[config.mk]
export PLATFORM = sky130hd
export DESIGN_NAME = div_unit_flat
export DESIGN_NICKNAME = d
export VERILOG_FILES = /design/src/rtl/div_unit_pkg.sv /design/src/rtl/div_unit_if.sv /design/src/rtl/div_unit.sv /design/src/flat_wrapper.sv
export SDC_FILE = /design/constraint.sdc
export NUM_CORES = 1
export LEC_CHECK = 0
export ABC_AREA = 1
export BUFFER_PORTS_ARGS = -buffer_cell sky130_fd_sc_hd__buf_2
export CAP_MARGIN = 20
export CORE_UTILIZATION = 45
export DETAILED_ROUTE_END_ITERATION = 12
export SYNTH_ARGS = -nofsm -noshare
export SYNTH_HDL_FRONTEND = slang
export SYNTH_SLANG_ARGS = --single-unit
export TNS_END_PERCENT = 5
[constraint.sdc]
create_clock -name clk -period 3.9 [get_ports clk]
set_clock_uncertainty 0.2 [all_clocks]
set_input_delay 0.585 -clock clk [delete_from_list [all_inputs] [get_ports clk]]
set_output_delay 0.585 -clock clk [all_outputs]
set_load 0.01 [all_outputs]
[src/rtl/div_unit_pkg.sv]
`default_nettype none
// ============================================================================
//  Module      : div_unit_pkg
//  Description : Shared CPU definitions for the multicycle divider: datapath
//                width defaults, divider FSM state encoding and the
//                divide-by-zero exception cause code.
//  Revision    : 1.0  initial release
// ============================================================================
package div_unit_pkg;

    // Default operand/result width and the iteration-counter width
    localparam int DIV_WIDTH = 32;
    localparam int DIV_CNT_W = 6;

    // Divider FSM state encoding
    typedef logic [1:0] div_state_t;

    localparam div_state_t DIV_IDLE = 2'd0;
    localparam div_state_t DIV_CALC = 2'd1;
    localparam div_state_t DIV_FIX  = 2'd2;

    // Exception cause raised by the control unit on a div_zero pulse
    localparam logic [4:0] EXC_DIV_ZERO = 5'h0F;

endpackage : div_unit_pkg
`default_nettype wire

[src/rtl/div_unit_if.sv]
`default_nettype none
// ============================================================================
//  Module      : div_unit_if
//  Description : Request/result bundle between the control unit (master) and
//                the multicycle divider (slave).
//  Revision    : 1.0  initial release
// ============================================================================
interface div_unit_if
    import div_unit_pkg::*;
#(
    parameter int WIDTH = DIV_WIDTH
);

    logic             div_start;
    logic [WIDTH-1:0] dividend;
    logic [WIDTH-1:0] divisor;
    logic [WIDTH-1:0] lo_out;
    logic [WIDTH-1:0] hi_out;
    logic             div_done;
    logic             div_zero;
    logic             busy;

    // Control unit side: issues requests, consumes results and status
    modport master (
        output div_start,
        output dividend,
        output divisor,
        input  lo_out,
        input  hi_out,
        input  div_done,
        input  div_zero,
        input  busy
    );

    // Divider side
    modport slave (
        input  div_start,
        input  dividend,
        input  divisor,
        output lo_out,
        output hi_out,
        output div_done,
        output div_zero,
        output busy
    );

endinterface : div_unit_if
`default_nettype wire

[src/rtl/div_unit.sv]
`default_nettype none
// ============================================================================
//  Module      : div_unit
//  Description : Multicycle signed divider (MIPS DIV semantics). Restoring
//                division on operand magnitudes, one quotient bit per clock,
//                followed by a single sign-correction cycle. Quotient goes to
//                LO, remainder to HI; divide-by-zero raises div_zero instead.
//  Revision    : 1.0  initial release
// ============================================================================
module div_unit
    import div_unit_pkg::*;
#(
    parameter int WIDTH = DIV_WIDTH,
    parameter int CNT_W = DIV_CNT_W
) (
    input  wire          clk,
    input  wire          reset,     // asynchronous, active low
    div_unit_if.slave    bus
);

    // Counter value on the final restoring step
    localparam logic [CNT_W-1:0] c_last_step = CNT_W'(WIDTH - 1);

    div_state_t        r_state;
    logic [CNT_W-1:0]  r_cnt;
    logic [WIDTH-1:0]  r_rem;       // partial remainder (always < divisor)
    logic [WIDTH-1:0]  r_quot;      // dividend magnitude shifting out, quotient shifting in
    logic [WIDTH-1:0]  r_dvsr;      // divisor magnitude
    logic              r_sign_q;
    logic              r_sign_r;
    logic [WIDTH-1:0]  r_lo;
    logic [WIDTH-1:0]  r_hi;
    logic              r_done;
    logic              r_zero;

    logic [WIDTH-1:0]  w_dvd_mag;
    logic [WIDTH-1:0]  w_dvs_mag;
    logic [WIDTH:0]    w_shift;     // remainder shifted left with next dividend bit
    logic [WIDTH:0]    w_trial;     // shifted remainder minus divisor, 33-bit

    // Operand magnitudes and the trial subtraction for the current step.
    // The magnitude of the most negative value is its own unsigned pattern,
    // which is exactly what the restoring loop needs.
    always_comb begin
        w_dvd_mag = bus.dividend[WIDTH-1] ? (-bus.dividend) : bus.dividend;
        w_dvs_mag = bus.divisor[WIDTH-1]  ? (-bus.divisor)  : bus.divisor;
        w_shift   = {r_rem, r_quot[WIDTH-1]};
        w_trial   = w_shift - {1'b0, r_dvsr};
    end

    // Divider FSM and datapath: accept in IDLE, iterate in CALC, sign-fix in FIX
    always_ff @(posedge clk or negedge reset) begin
        if (!reset) begin
            r_state  <= DIV_IDLE;
            r_cnt    <= '0;
            r_rem    <= '0;
            r_quot   <= '0;
            r_dvsr   <= '0;
            r_sign_q <= 1'b0;
            r_sign_r <= 1'b0;
            r_lo     <= '0;
            r_hi     <= '0;
            r_done   <= 1'b0;
            r_zero   <= 1'b0;
        end else begin
            r_done <= 1'b0;
            r_zero <= 1'b0;
            case (r_state)
                DIV_IDLE: begin
                    if (bus.div_start) begin
                        if (bus.divisor == '0) begin
                            // Exception request only; results are left untouched
                            r_zero <= 1'b1;
                        end else begin
                            r_quot   <= w_dvd_mag;
                            r_dvsr   <= w_dvs_mag;
                            r_sign_q <= bus.dividend[WIDTH-1] ^ bus.divisor[WIDTH-1];
                            r_sign_r <= bus.dividend[WIDTH-1];
                            r_rem    <= '0;
                            r_cnt    <= '0;
                            r_state  <= DIV_CALC;
                        end
                    end
                end
                DIV_CALC: begin
                    // Keep the trial difference when non-negative, otherwise restore
                    if (w_trial[WIDTH]) begin
                        r_rem <= w_shift[WIDTH-1:0];
                    end else begin
                        r_rem <= w_trial[WIDTH-1:0];
                    end
                    r_quot <= {r_quot[WIDTH-2:0], ~w_trial[WIDTH]};
                    r_cnt  <= r_cnt + 1'b1;
                    if (r_cnt == c_last_step) begin
                        r_state <= DIV_FIX;
                    end
                end
                DIV_FIX: begin
                    // Quotient truncates toward zero, remainder follows the dividend.
                    // -2^31 / -1 wraps back to 0x80000000 with no exception.
                    r_lo    <= r_sign_q ? (-r_quot) : r_quot;
                    r_hi    <= r_sign_r ? (-r_rem)  : r_rem;
                    r_done  <= 1'b1;
                    r_state <= DIV_IDLE;
                end
                default: begin
                    r_state <= DIV_IDLE;
                end
            endcase
        end
    end

    assign bus.lo_out   = r_lo;
    assign bus.hi_out   = r_hi;
    assign bus.div_done = r_done;
    assign bus.div_zero = r_zero;
    assign bus.busy     = (r_state == DIV_CALC) || (r_state == DIV_FIX);

endmodule : div_unit
`default_nettype wire

[src/flat_wrapper.sv]
// flat-port wrapper written by rule: the top's interface ports become plain ports
module div_unit_flat import div_unit_pkg::*;
#(
    parameter int WIDTH = DIV_WIDTH,
    parameter int CNT_W = DIV_CNT_W
)
  (clk, reset, bus_div_start, bus_dividend, bus_divisor, bus_lo_out, bus_hi_out, bus_div_done, bus_div_zero, bus_busy);
  div_unit_if #(.WIDTH(WIDTH)) bus_i ();
  input  wire clk;
  input  wire reset;
  input wire logic [$bits(bus_i.div_start)-1:0] bus_div_start;
  input wire logic [$bits(bus_i.dividend)-1:0] bus_dividend;
  input wire logic [$bits(bus_i.divisor)-1:0] bus_divisor;
  output wire logic [$bits(bus_i.lo_out)-1:0] bus_lo_out;
  output wire logic [$bits(bus_i.hi_out)-1:0] bus_hi_out;
  output wire logic [$bits(bus_i.div_done)-1:0] bus_div_done;
  output wire logic [$bits(bus_i.div_zero)-1:0] bus_div_zero;
  output wire logic [$bits(bus_i.busy)-1:0] bus_busy;
  assign bus_i.div_start = bus_div_start;
  assign bus_i.dividend = bus_dividend;
  assign bus_i.divisor = bus_divisor;
  assign bus_lo_out = bus_i.lo_out;
  assign bus_hi_out = bus_i.hi_out;
  assign bus_div_done = bus_i.div_done;
  assign bus_div_zero = bus_i.div_zero;
  assign bus_busy = bus_i.busy;
  div_unit #(.WIDTH(WIDTH), .CNT_W(CNT_W)) u_core (.clk(clk), .reset(reset), .bus(bus_i));
endmodule
==> results of run 1 <==
synthesized netlist by cell type (2+ instances only):
cell / instances
buf_1: 4
buf_2: 20
nand4_1: 27
ha_1: 40
inv_1: 275
nand2_1: 681
nand3_2: 2
o211ai_1: 18
nor2_2: 5
inv_2: 8
o21ai_2: 2
nand2_2: 16
and3_1: 2
or2_1: 2
or2_2: 12
a21oi_1: 28
nand2_4: 7
o31ai_1: 4
dfrtp_1: 172
nor2_1: 184
o22ai_1: 3
a31oi_1: 20
a21o_1: 2
nand3b_1: 18
o21ai_0: 108
xor2_1: 64
buf_4: 5
nor3_2: 4
nor4_1: 5
o221ai_1: 9
xnor2_1: 15
nor3_1: 21
buf_6: 2
nand3_1: 197
clkbuf_1: 25
worst paths after layout:
| kind | cells past startpoint | from | end |
|---|---|---|---|
| min in group asynchronous | 2 | reset | u_core.bus.lo_out[5]$_DFFE_PN0P_ |
| min reg2reg | 2 | u_core.bus.hi_out[27]$_DFFE_PN0P_ | u_core.bus.hi_out[27]$_DFFE_PN0P_ |
| max in group asynchronous | 3 | reset | u_core.r_rem[4]$_DFFE_PN0P_ |
| max reg2reg | 13 | u_core.r_rem[10]$_DFFE_PN0P_ | u_core.r_rem[17]$_DFFE_PN0P_ |
| max | 13 | u_core.r_rem[10]$_DFFE_PN0P_ | u_core.r_rem[17]$_DFFE_PN0P_ |
| min | 3 | bus_div_start | u_core.bus.div_zero$_DFF_PN0_ |
cell families (layout without fill, tap and decap cells):
logic type | Yosys count | after routing | share of synthesized area
AND/OR/NAND/NOR | 1189 | 1189 | 0.3891
buffers and inverters | 342 | 461 | 0.1033
AO/OA/AOI/OAI | 199 | 199 | 0.08739
flip-flops | 172 | 172 | 0.3278
XOR/XNOR | 79 | 79 | 0.05270
adder cells (fa/ha/maj) | 41 | 41 | 0.03965
per-stage QoR:
| stage | power [mW] | instance area (um2) | cells |
|---|---|---|---|
| finish | 13.54 | 14770 | 2525 |
| global placement | 11.50 | 14100 | 2491 |
| detailed placement | 11.58 | 14100 | 2491 |
| floorplan | 9.326 | 13130 | 2022 |
| CTS | 13.46 | 14740 | 2524 |
| global route | 14.89 | 14770 | 2525 |
final cells by class:
type                            count  area [um2]  share of cell area
Multi-Input combinational cell   1508        7482              0.5067
Inverter                          285        1072             0.07261
Tap cell                          384       480.5             0.03254
Timing Repair Buffer              144       802.0             0.05431
Clock inverter                     14       186.4             0.01262
Clock buffer                       18       439.2             0.02974
Sequential cell                   172        4304              0.2915
routing by layer:
layer	share of wire	wire (um)
met1	0.55	21340
met2	0.37	14450
met3	0.063	2431
met4	0.011	432
met5	0	0
worst max-delay path, stage by stage (launching register included):
cell and delay (ps):
dfrtp_1 510, ha_1 420, nand2_1 100, nand2_1 100, inv_1 70, nand2_1 110, a21oi_2 180, nand2_2 110
nand2_4 100, nand3_2 280, nand2_4 340, nand2_1 90, nand3_1 80, nand2_1 50
flip-flops by register name, summed over array words and instances (netlist names):
name	flops
u_core.bus.hi_out	32
u_core.bus.lo_out	32
u_core.r_dvsr	32
u_core.r_quot	32
u_core.r_rem	32
u_core.r_cnt	6
u_core.r_state	2
u_core.bus.div_done	1
u_core.bus.div_zero	1
u_core.r_sign_q	1
u_core.r_sign_r	1
power groups by stage:
| stage | combinational (mW) | sequential [mW] | clock (mW) |
|---|---|---|---|
| after floorplan | 6.06 | 3.27 | 0 |
| after global placement | 8.14 | 3.37 | 0 |
| after detailed placement | 8.20 | 3.38 | 0 |
| after CTS | 8.24 | 3.35 | 1.86 |
| after global routing | 9.47 | 3.48 | 1.94 |
| final | 8.33 | 3.38 | 1.83 |
what timing repair did:
item	CTS	global route
setup buffers	0	0
endpoints found under the setup margin	0	0
hold buffers	1	0
endpoints found under the hold margin	59	0
==> flow_summary.json, run 1 <==
{
  "grt.busiest_layer": "met1",
  "leakage_nw": 7.828,
  "cts_made_buffers": 17,
  "area_delta_synth_final_pct": 12.48,
  "powerDensity_nw_per_um2": 916.9,
  "relSlewSlack": 0.5512,
  "drcViolationCount": 0,
  "core_region_area_um2": 28700,
  "finalWeightedCongestion": 0.9254,
  "synth_cell_types": 50,
  "routedWlPerCell_um": 15.31,
  "cts_max_level": 4,
  "first_global_vias": 11530,
  "cts_buffer_depth": 2,
  "synth_top_area_cell": "dfrtp_1",
  "fin_util": 0.5145,
  "arrival_ps": 2980,
  "synth_nets": 2130,
  "gr-usage-met1": 0.4409,
  "netSwitchingPower_mw": 7.093,
  "async_flop_share": 1.000,
  "setup-tns-final_ps": 0,
  "drt_first_pass_iters": 6,
  "p_seq_frac": 0.250,
  "hold_class": "primary input to register",
  "period_share": 0.7314,
  "groute.usage.overall": 0.2633,
  "peakVddDrop_uv": 388.8,
  "ctsResizeCount": 0,
  "std_cell_rows": 62,
  "grt_setup_unrepaired": "no",
  "dpl.hpwl_mm": 30.59,
  "detail-route-antenna-nets": 0,
  "synth_enable_flop_cells": 0,
  "finalHoldViolCount": 0,
  "overflow": 0,
  "crit_type": "register to register",
  "cts_tree": "yes",
  "use_met3": 0.04024,
  "die_area_um2": 29860,
  "seq_area_frac_synth": 0.3278,
  "ff2ff_setup_slack_ps": 1050,
  "synth.top_cells.by_area": "dfrtp_1, nand2_1, inv_1",
  "drt_wl_total_mm": 38.65,
  "fin_nets": 2236,
  "setup_violations": 0,
  "drv_slew": 0,
  "clockPowerShare": 0.135,
  "timing.hold.ws_ps": 208.7,
  "root_buffer": "clkbuf_16",
  "synth_top_cell_area_share": 0.3278,
  "drtIter0Drc": 1154,
  "pre_cts_slack_ps": 891.5,
  "ys_warn_count": 0,
  "netlist_area_um2": 13130,
  "grt_pass1_wl_mm": 62.58,
  "final_cell_mix": "nand2_1, inv_1, nand3_1",
  "die_h_um": 172.8,
  "die_x_um": 172.8,
  "clk_pin_slew_ps": 80,
  "layout-drive-gt1-share": 0.1121,
  "max_freq_ghz": 0.3506,
  "syn_inst": 2022,
  "worst_pin_slew_ps": 671.7,
  "grt_max_degree": 81,
  "switching_share": 0.5238,
  "start_util": 0.4574,
  "synth-seq-cells": 172,
  "required_ps": 4030,
  "p_int_mw": 6.447,
  "nFillCells": 3040,
  "pwr-share-comb": 0.615,
  "worst_setup_path_end_kind": "register",
  "worstPathMaxFanout": 16,
  "synth_area_per_cell_um2": 6.493,
  "synth_ff_type": "dfrtp_1",
  "antenna_cells": 0,
  "cts_sinks": 172,
  "setup_ws_ps": 1048,
  "io_buffers": 133,
  "fin_crit_ps": 2852,
  "gr-usage-met2": 0.3449,
  "cp-start-kind": "register",
  "num_io_pins": 134,
  "clock_latency_ps": 440,
  "dr_total_vias": 12940,
  "vias_per_cell": 5.126,
  "final_common_cell": "nand2_1",
  "max_cap_violations": 0,
  "antenna_found_initial": 0,
  "status": "finished clean"
}
Note: power is estimated with default switching activity, not from simulation.
==> run 2, diff against run 1 <==
--- a/config.mk
+++ b/config.mk
@@ -5,11 +5,12 @@
 export SDC_FILE = /design/constraint.sdc
 export NUM_CORES = 1
 export LEC_CHECK = 0
-export ABC_AREA = 1
+export ABC_AREA = 0
 export BUFFER_PORTS_ARGS = -buffer_cell sky130_fd_sc_hd__buf_2
 export CAP_MARGIN = 20
 export CORE_UTILIZATION = 45
 export DETAILED_ROUTE_END_ITERATION = 12
+export PLACE_DENSITY = 0.67
 export SYNTH_ARGS = -nofsm -noshare
 export SYNTH_HDL_FRONTEND = slang
 export SYNTH_SLANG_ARGS = --single-unit
==> constraint.sdc (replaced) <==
create_clock -name clk -period 2.3 [get_ports clk]
set_clock_uncertainty 0.2 [all_clocks]
set_input_delay 0.345 -clock clk [delete_from_list [all_inputs] [get_ports clk]]
set_output_delay 0.345 -clock clk [all_outputs]
set_load 0.01 [all_outputs]
==> run 2 against run 1 <==
The run now ends with setup timing left; global-route usage decreased by 0.21 points; die area decreased by 17%; critical path depth decreased by 4; power increased by 41%; flip-flop and latch count unchanged; combinational power increased by 33%; clock power increased by 58%; register-to-register slack got worse by 2300 ps; fmax decreased by 20%; synthesized cell count decreased by 38%; synthesized area decreased by 17%; first-iteration DRC count decreased by 34%; largest cell class unchanged; highest routed layer unchanged.
==> flow_summary.json, run 2 <==
{
  "final_common_cell": "buf_4",
  "clk_pin_slew_ps": 70,
  "root_buffer": "clkbuf_16",
  "multi_input_area_um2": 6700,
  "synth_top_cells_by_count": "dfrtp_1, nand2_1, nor2_1",
  "r2r-end": "u_core.bus.lo_out[29]$_DFFE_PN0P_",
  "max_cap_violations": 0,
  "required_ps": 2410,
  "antenna_found_initial": 0,
  "worst_pin_slew_ps": 559.2,
  "setup_violations": 106,
  "cts_buffer_depth": 2,
  "std_cell_rows": 56,
  "cts_sinks": 172,
  "period_share": 1.554,
  "worst_setup_path_end_kind": "register",
  "start_util": 0.4617,
  "first_global_vias": 10330,
  "layout-drive-gt1-share": 0.3476,
  "timing.hold.ws_ps": 32.12,
  "worstPathMaxFanout": 3,
  "clock_latency_ps": 430,
  "peakVddDrop_uv": 593.9,
  "drtIter0Drc": 758,
  "synth_nets": 1354,
  "rr_startpoint": "u_core.r_quot[7]$_DFFE_PN0P_",
  "power.total_mw": 19.06,
  "pre_cts_slack_ps": -1288,
  "cp-start-kind": "register",
  "yosysMostFrequentCell": "dfrtp_1",
  "synth_enable_flop_cells": 0,
  "area_delta_synth_final_pct": 42.16,
  "ys_warn_count": 0,
  "synth-seq-cells": 172,
  "synth_cell_types": 66,
  "synth_top_cell_area_share": 0.3936,
  "syn_inst": 1246,
  "powerDensity_nw_per_um2": 1226,
  "drv_slew": 0,
  "finalHoldViolCount": 0,
  "groute.usage.overall": 0.2612,
  "grt_max_degree": 73,
  "drt_wl_total_mm": 31.21,
  "core_region_area_um2": 23680,
  "routedWlPerCell_um": 15.59,
  "fin_crit_ps": 3574,
  "async_flop_share": 1.000,
  "synth_area_per_cell_um2": 8.775,
  "io_buffers": 133,
  "synth_top_area_cell": "dfrtp_1",
  "die_h_um": 157.9,
  "die_x_um": 157.9,
  "num_io_pins": 134,
  "synth_ff_type": "dfrtp_1",
  "grt_pass1_wl_mm": 51.28,
  "final_cell_mix": "buf_4, dfrtp_1, buf_2",
  "crit_type": "register to register",
  "finalWeightedCongestion": 0.9265,
  "overflow": 0,
  "grt_setup_unrepaired": "yes",
  "placed_cells": 1966,
  "cts_tree": "yes",
  "antenna_cells": 0,
  "violations": "setup timing",
  "die_area_um2": 24930,
  "detail-route-antenna-nets": 0,
  "arrival_ps": 3680,
  "synth.top_cells.by_area": "dfrtp_1, xor2_1, a21oi_1",
  "relSlewSlack": 0.6237,
  "dr_total_vias": 10690,
  "cts_max_level": 4,
  "min_from": "bus_div_start",
  "ff2ff_setup_slack_ps": -1270,
  "netlist_area_um2": 10930,
  "fin_nets": 1778,
  "whs_path_depth": 3,
  "leakage_nw": 7.412,
  "nFillCells": 2003,
  "drt_first_pass_iters": 5,
  "r2r_cells": 9,
  "hold_class": "primary input to register",
  "dpl.hpwl_mm": 23.26,
  "cts_made_buffers": 17,
  "vias_per_cell": 5.337,
  "max_freq_ghz": 0.2798,
  "final_cells": 2002,
  "min_to": "u_core.bus.div_zero$_DFF_PN0_",
  "drcViolationCount": 0,
  "setup_ws_ps": -1274,
  "status": "finished with violations",
  "seq_area_frac_synth": 0.3936,
  "regArea_um2": 4304
}
## run 2: critical path: stages, from the launching register on
cell and delay (ps):
dfrtp_1 390, or4_4 570, nor3_4 150, or3b_4 400
or3_4 350, or4_4 420, or4_4 480, o41ai_4 240
xor2_1 170, a21oi_1 80
## run 2: how the worst max path moves through the flow
stage                                  from                                end  slack (ps)  cells past startpoint
2_1_floorplan  u_core.r_quot[8]$_DFFE_PN0P_  u_core.bus.lo_out[28]$_DFFE_PN0P_       -1210                      9
6_report       u_core.r_quot[7]$_DFFE_PN0P_  u_core.bus.lo_out[29]$_DFFE_PN0P_       -1270                      9
3_3_place_gp   u_core.r_quot[8]$_DFFE_PN0P_  u_core.bus.lo_out[28]$_DFFE_PN0P_       -1240                      9
3_5_place_dp   u_core.r_quot[8]$_DFFE_PN0P_  u_core.bus.lo_out[28]$_DFFE_PN0P_       -1290                      9
5_1_grt        u_core.r_quot[7]$_DFFE_PN0P_  u_core.bus.lo_out[29]$_DFFE_PN0P_       -1400                      9
4_1_cts        u_core.r_quot[7]$_DFFE_PN0P_  u_core.bus.lo_out[28]$_DFFE_PN0P_       -1230                      9
## run 2: kinds of logic after synthesis
logic type,Yosys count,synth area share
muxes,32,0.02952
and+or+nand+nor,364,0.1549
DFF,172,0.3936
adders and majority gates,41,0.04760
AOI/OAI and AO/OA,378,0.2182
xor gates and xnor gates,146,0.1169
buffers and inverters,113,0.03913
## run 2: power breakdown
group	internal, mW	leakage [nW]	switching (mW)
sequential	4.25	2.12	0.797
combinational	5.21	5.02	5.91
clock	1.58	0.273	1.31
total	11.0	7.41	8.02
## run 2: area by class of cell
type,instances,share of cell area
inverters,54,0.01304
flip-flops and latches,172,0.2769
multi-input cells,961,0.4311
clock inverters,12,0.007969
repair buffers,464,0.2160
clock buffers,20,0.02938
well taps,319,0.02568
## run 2: timing repair
| action | 4_1_cts | 5_1_grt |
|---|---|---|
| endpoints found under the hold margin | 45 | 0 |
| hold buffers | 1 | 0 |
| resized for setup | 97 | 7 |
| pin swaps | 23 | 5 |
| endpoints found under the setup margin | 139 | 123 |
| buffers inserted | 2 | 1 |
## run 2: routing by layer
layer,track usage,share of wire,vias to the layer above,wire length [um]
li1,-,-,5308,-
met1,0.3763,0.48,5058,15080
met2,0.4040,0.45,276,14030
met3,0.03230,0.048,43,1488
met4,0.08692,0.020,0,610
met5,0,0,-,0
## run 2: stage by stage
stage	TNS (ps)	util	area, um2
2_1_floorplan	-80190	-	10980
3_3_place_gp	-95450	0.6115	14480
3_5_place_dp	-99190	0.6115	14480
4_1_cts	-53880	0.6550	15510
5_1_grt	-70660	0.6563	15540
6_report	-56760	0.6563	15540
==> run 3, diff against run 2 <==
--- a/config.mk
+++ b/config.mk
@@ -10,7 +10,6 @@
 export CAP_MARGIN = 20
 export CORE_UTILIZATION = 45
 export DETAILED_ROUTE_END_ITERATION = 12
-export PLACE_DENSITY = 0.67
 export SYNTH_ARGS = -nofsm -noshare
 export SYNTH_HDL_FRONTEND = slang
 export SYNTH_SLANG_ARGS = --single-unit
==> constraint.sdc (replaced) <==
create_clock -name clk -period 4.5 [get_ports clk]
set_clock_uncertainty 0.2 [all_clocks]
set_input_delay 0.675 -clock clk [delete_from_list [all_inputs] [get_ports clk]]
set_output_delay 0.675 -clock clk [all_outputs]
set_load 0.01 [all_outputs]
==> run 3 against run 2 <==
The flow now finishes without violations; combinational power shrank 65%; critical path type unchanged; global-route usage shrank 4.2 points; register-to-register slack gained 1800 ps; flip-flop and latch count is the same; largest power group unchanged; critical endpoint is now u_core.r_rem[19]$_DFFE_PN0P_; critical path depth grew 2; fmax shrank 10%; design area shrank 19%; die area is the same; power shrank 58%; cell count shrank 16%.
==> flow_summary.json, run 3 (synthesized netlist as in run 2, its figures left out) <==
{
  "cts_max_level": 4,
  "max_freq_ghz": 0.2512,
  "drt_wl_total_mm": 26.37,
  "relSlewSlack": 0.3523,
  "ctsHoldBuffers": 0,
  "drcViolationCount": 0,
  "antenna_found_initial": 0,
  "period_share": 0.8845,
  "antenna_cells": 0,
  "required_ps": 4640,
  "multi_input_area_um2": 6231,
  "start_util": 0.4617,
  "crit_type": "register to register",
  "clock_latency_ps": 430,
  "critPathMaxStageDelay_ps": 570,
  "core_region_area_um2": 23680,
  "cp_common_cell": "o211ai_1",
  "dr_total_vias": 9128,
  "groute.usage.overall": 0.2189,
  "grt_max_degree": 93,
  "clk_pin_slew_ps": 70,
  "path_buf_inv": 1,
  "stdcell_area_um2": 12570,
  "slowest_stage": "a211oi_1",
  "worstPathMaxFanout": 15,
  "drtIter0Drc": 673,
  "cts_tree": "yes",
  "wl_met2_mm": 10.70,
  "vias_per_cell": 5.408,
  "setup_violations": 0,
  "cts_buffer_depth": 2,
  "peakVddDrop_uv": 588.9,
  "finalWeightedCongestion": 0.8812,
  "drt_first_pass_iters": 5,
  "powerDensity_nw_per_um2": 644.1,
  "drv_slew": 0,
  "final_cell_mix": "dfrtp_1, buf_2, nand2_1",
  "hold_class": "primary input to async pin",
  "regArea_um2": 4304,
  "worst_setup_path_end_kind": "register",
  "cts_sinks": 172,
  "io_buffers": 133,
  "nFillCells": 2274,
  "fin_crit_ps": 3980,
  "detail-route-antenna-nets": 0,
  "finalHoldViolCount": 0,
  "die_x_um": 157.9,
  "area_delta_synth_final_pct": 14.96,
  "first_global_vias": 8219,
  "fin_nets": 1464,
  "root_buffer": "clkbuf_16",
  "routedWlPerCell_um": 15.62,
  "leakage_nw": 5.681,
  "cp-start-kind": "register",
  "grt_setup_unrepaired": "no",
  "die_area_um2": 24930,
  "num_io_pins": 134,
  "setup-tns-final_ps": 0,
  "cts_made_buffers": 17,
  "arrival_ps": 4120,
  "final_common_cell": "dfrtp_1",
  "postPlaceCellArea_um2": 11970,
  "crit_family": "compound AO/OA/AOI/OAI gates",
  "std_cell_rows": 56,
  "ctsResizeCount": 0,
  "rr_startpoint": "u_core.r_rem[10]$_DFFE_PN0P_",
  "crit_start": "u_core.r_rem[10]$_DFFE_PN0P_",
  "die_h_um": 157.9,
  "dr_wl_met3_mm": 1.184,
  "max_cap_violations": 0,
  "route.top_layer_used": "met4",
  "overflow": 0,
  "post_cts_buffers": 0,
  "status": "finished clean",
  "dpl.hpwl_mm": 19.32,
  "path_cells": "ha_1 > a21o_1 > o21bai_1 > a2111oi_0 > o2bb2ai_1 > a211oi_1 > o2111ai_1 > o211ai_1 > buf_4 > nand2_1 > o211ai_1",
  "worst_pin_slew_ps": 971.6,
  "met1_length_mm": 14.24,
  "layout-drive-gt1-share": 0.1483,
  "grt_pass1_wl_mm": 43.10
}
==> run 3: cell types whose count changed in the layout (fill, tap and decap cells not counted), sizes merged <==
cell,change
inv,+3
clkinvlp,-2
clkbuf,-1
bufinv,-1
clkinv,+1
buf,-313
dlygate4sd3,-1
==> run 3: metal layers <==
metal	track usage	vias up
li1	-	4684
met2	0.3004	218
met3	0.02765	17
met5	0	-
met1	0.3530	4209
met4	0.05640	0
==> run 3: worst register-to-register path, cell delays in order (launching register included) <==
cell,delay [ps]
dfrtp_1,490
ha_1,410
a21o_1,240
o21bai_1,160
a2111oi_0,450
o2bb2ai_1,260
a211oi_1,570
o2111ai_1,170
o211ai_1,170
buf_4,300
nand2_1,210
o211ai_1,260
==> run 3: layout make-up <==
cell class                      instances  area share
Multi-Input combinational cell        961      0.4957
Sequential cell                       172      0.3424
Timing Repair Buffer                  150     0.06819
Clock buffer                           19     0.03603
Tap cell                              319     0.03175
Inverter                               54     0.01613
Clock inverter                         13    0.009755
==> run 3: where the power goes <==
group | leakage [nW] | internal [mW] | total (mW) | switching [mW]
combinational | 3.28 | 1.60 | 3.93 | 2.33
sequential | 2.12 | 2.17 | 2.71 | 0.536
clock | 0.280 | 0.763 | 1.46 | 0.695
total | 5.68 | 4.53 | 8.10 | 3.56
==> run 3: stage by stage <==
stage            util  cells  worst slack [ps]  power (mW)  hold slack [ps]
3_5_place_dp   0.5053   1655             599.4       6.629            278.5
4_1_cts        0.5296   1687             594.6       8.130            143.1
6_report       0.5307   1688             519.6       8.096            89.29
2_1_floorplan       -   1246             927.2       5.454            179.4
3_3_place_gp   0.5053   1655             574.1       6.600            266.5
5_1_grt        0.5307   1688             269.7       8.830            170.5
==> run 3: final timing paths <==
check | slack [ps] | to | depth (start not counted)
hold reg to reg | 290 | u_core.r_dvsr[24]$_DFFE_PN0P_ | 2
min in group clk | 290 | u_core.r_dvsr[24]$_DFFE_PN0P_ | 2
setup reg to reg | 520 | u_core.r_rem[19]$_DFFE_PN0P_ | 11
setup / recovery | 520 | u_core.r_rem[19]$_DFFE_PN0P_ | 11
hold / removal | 90 | u_core.r_dvsr[5]$_DFFE_PN0P_ | 1
max in group asynchronous | 3060 | u_core.r_quot[18]$_DFFE_PN0P_ | 2
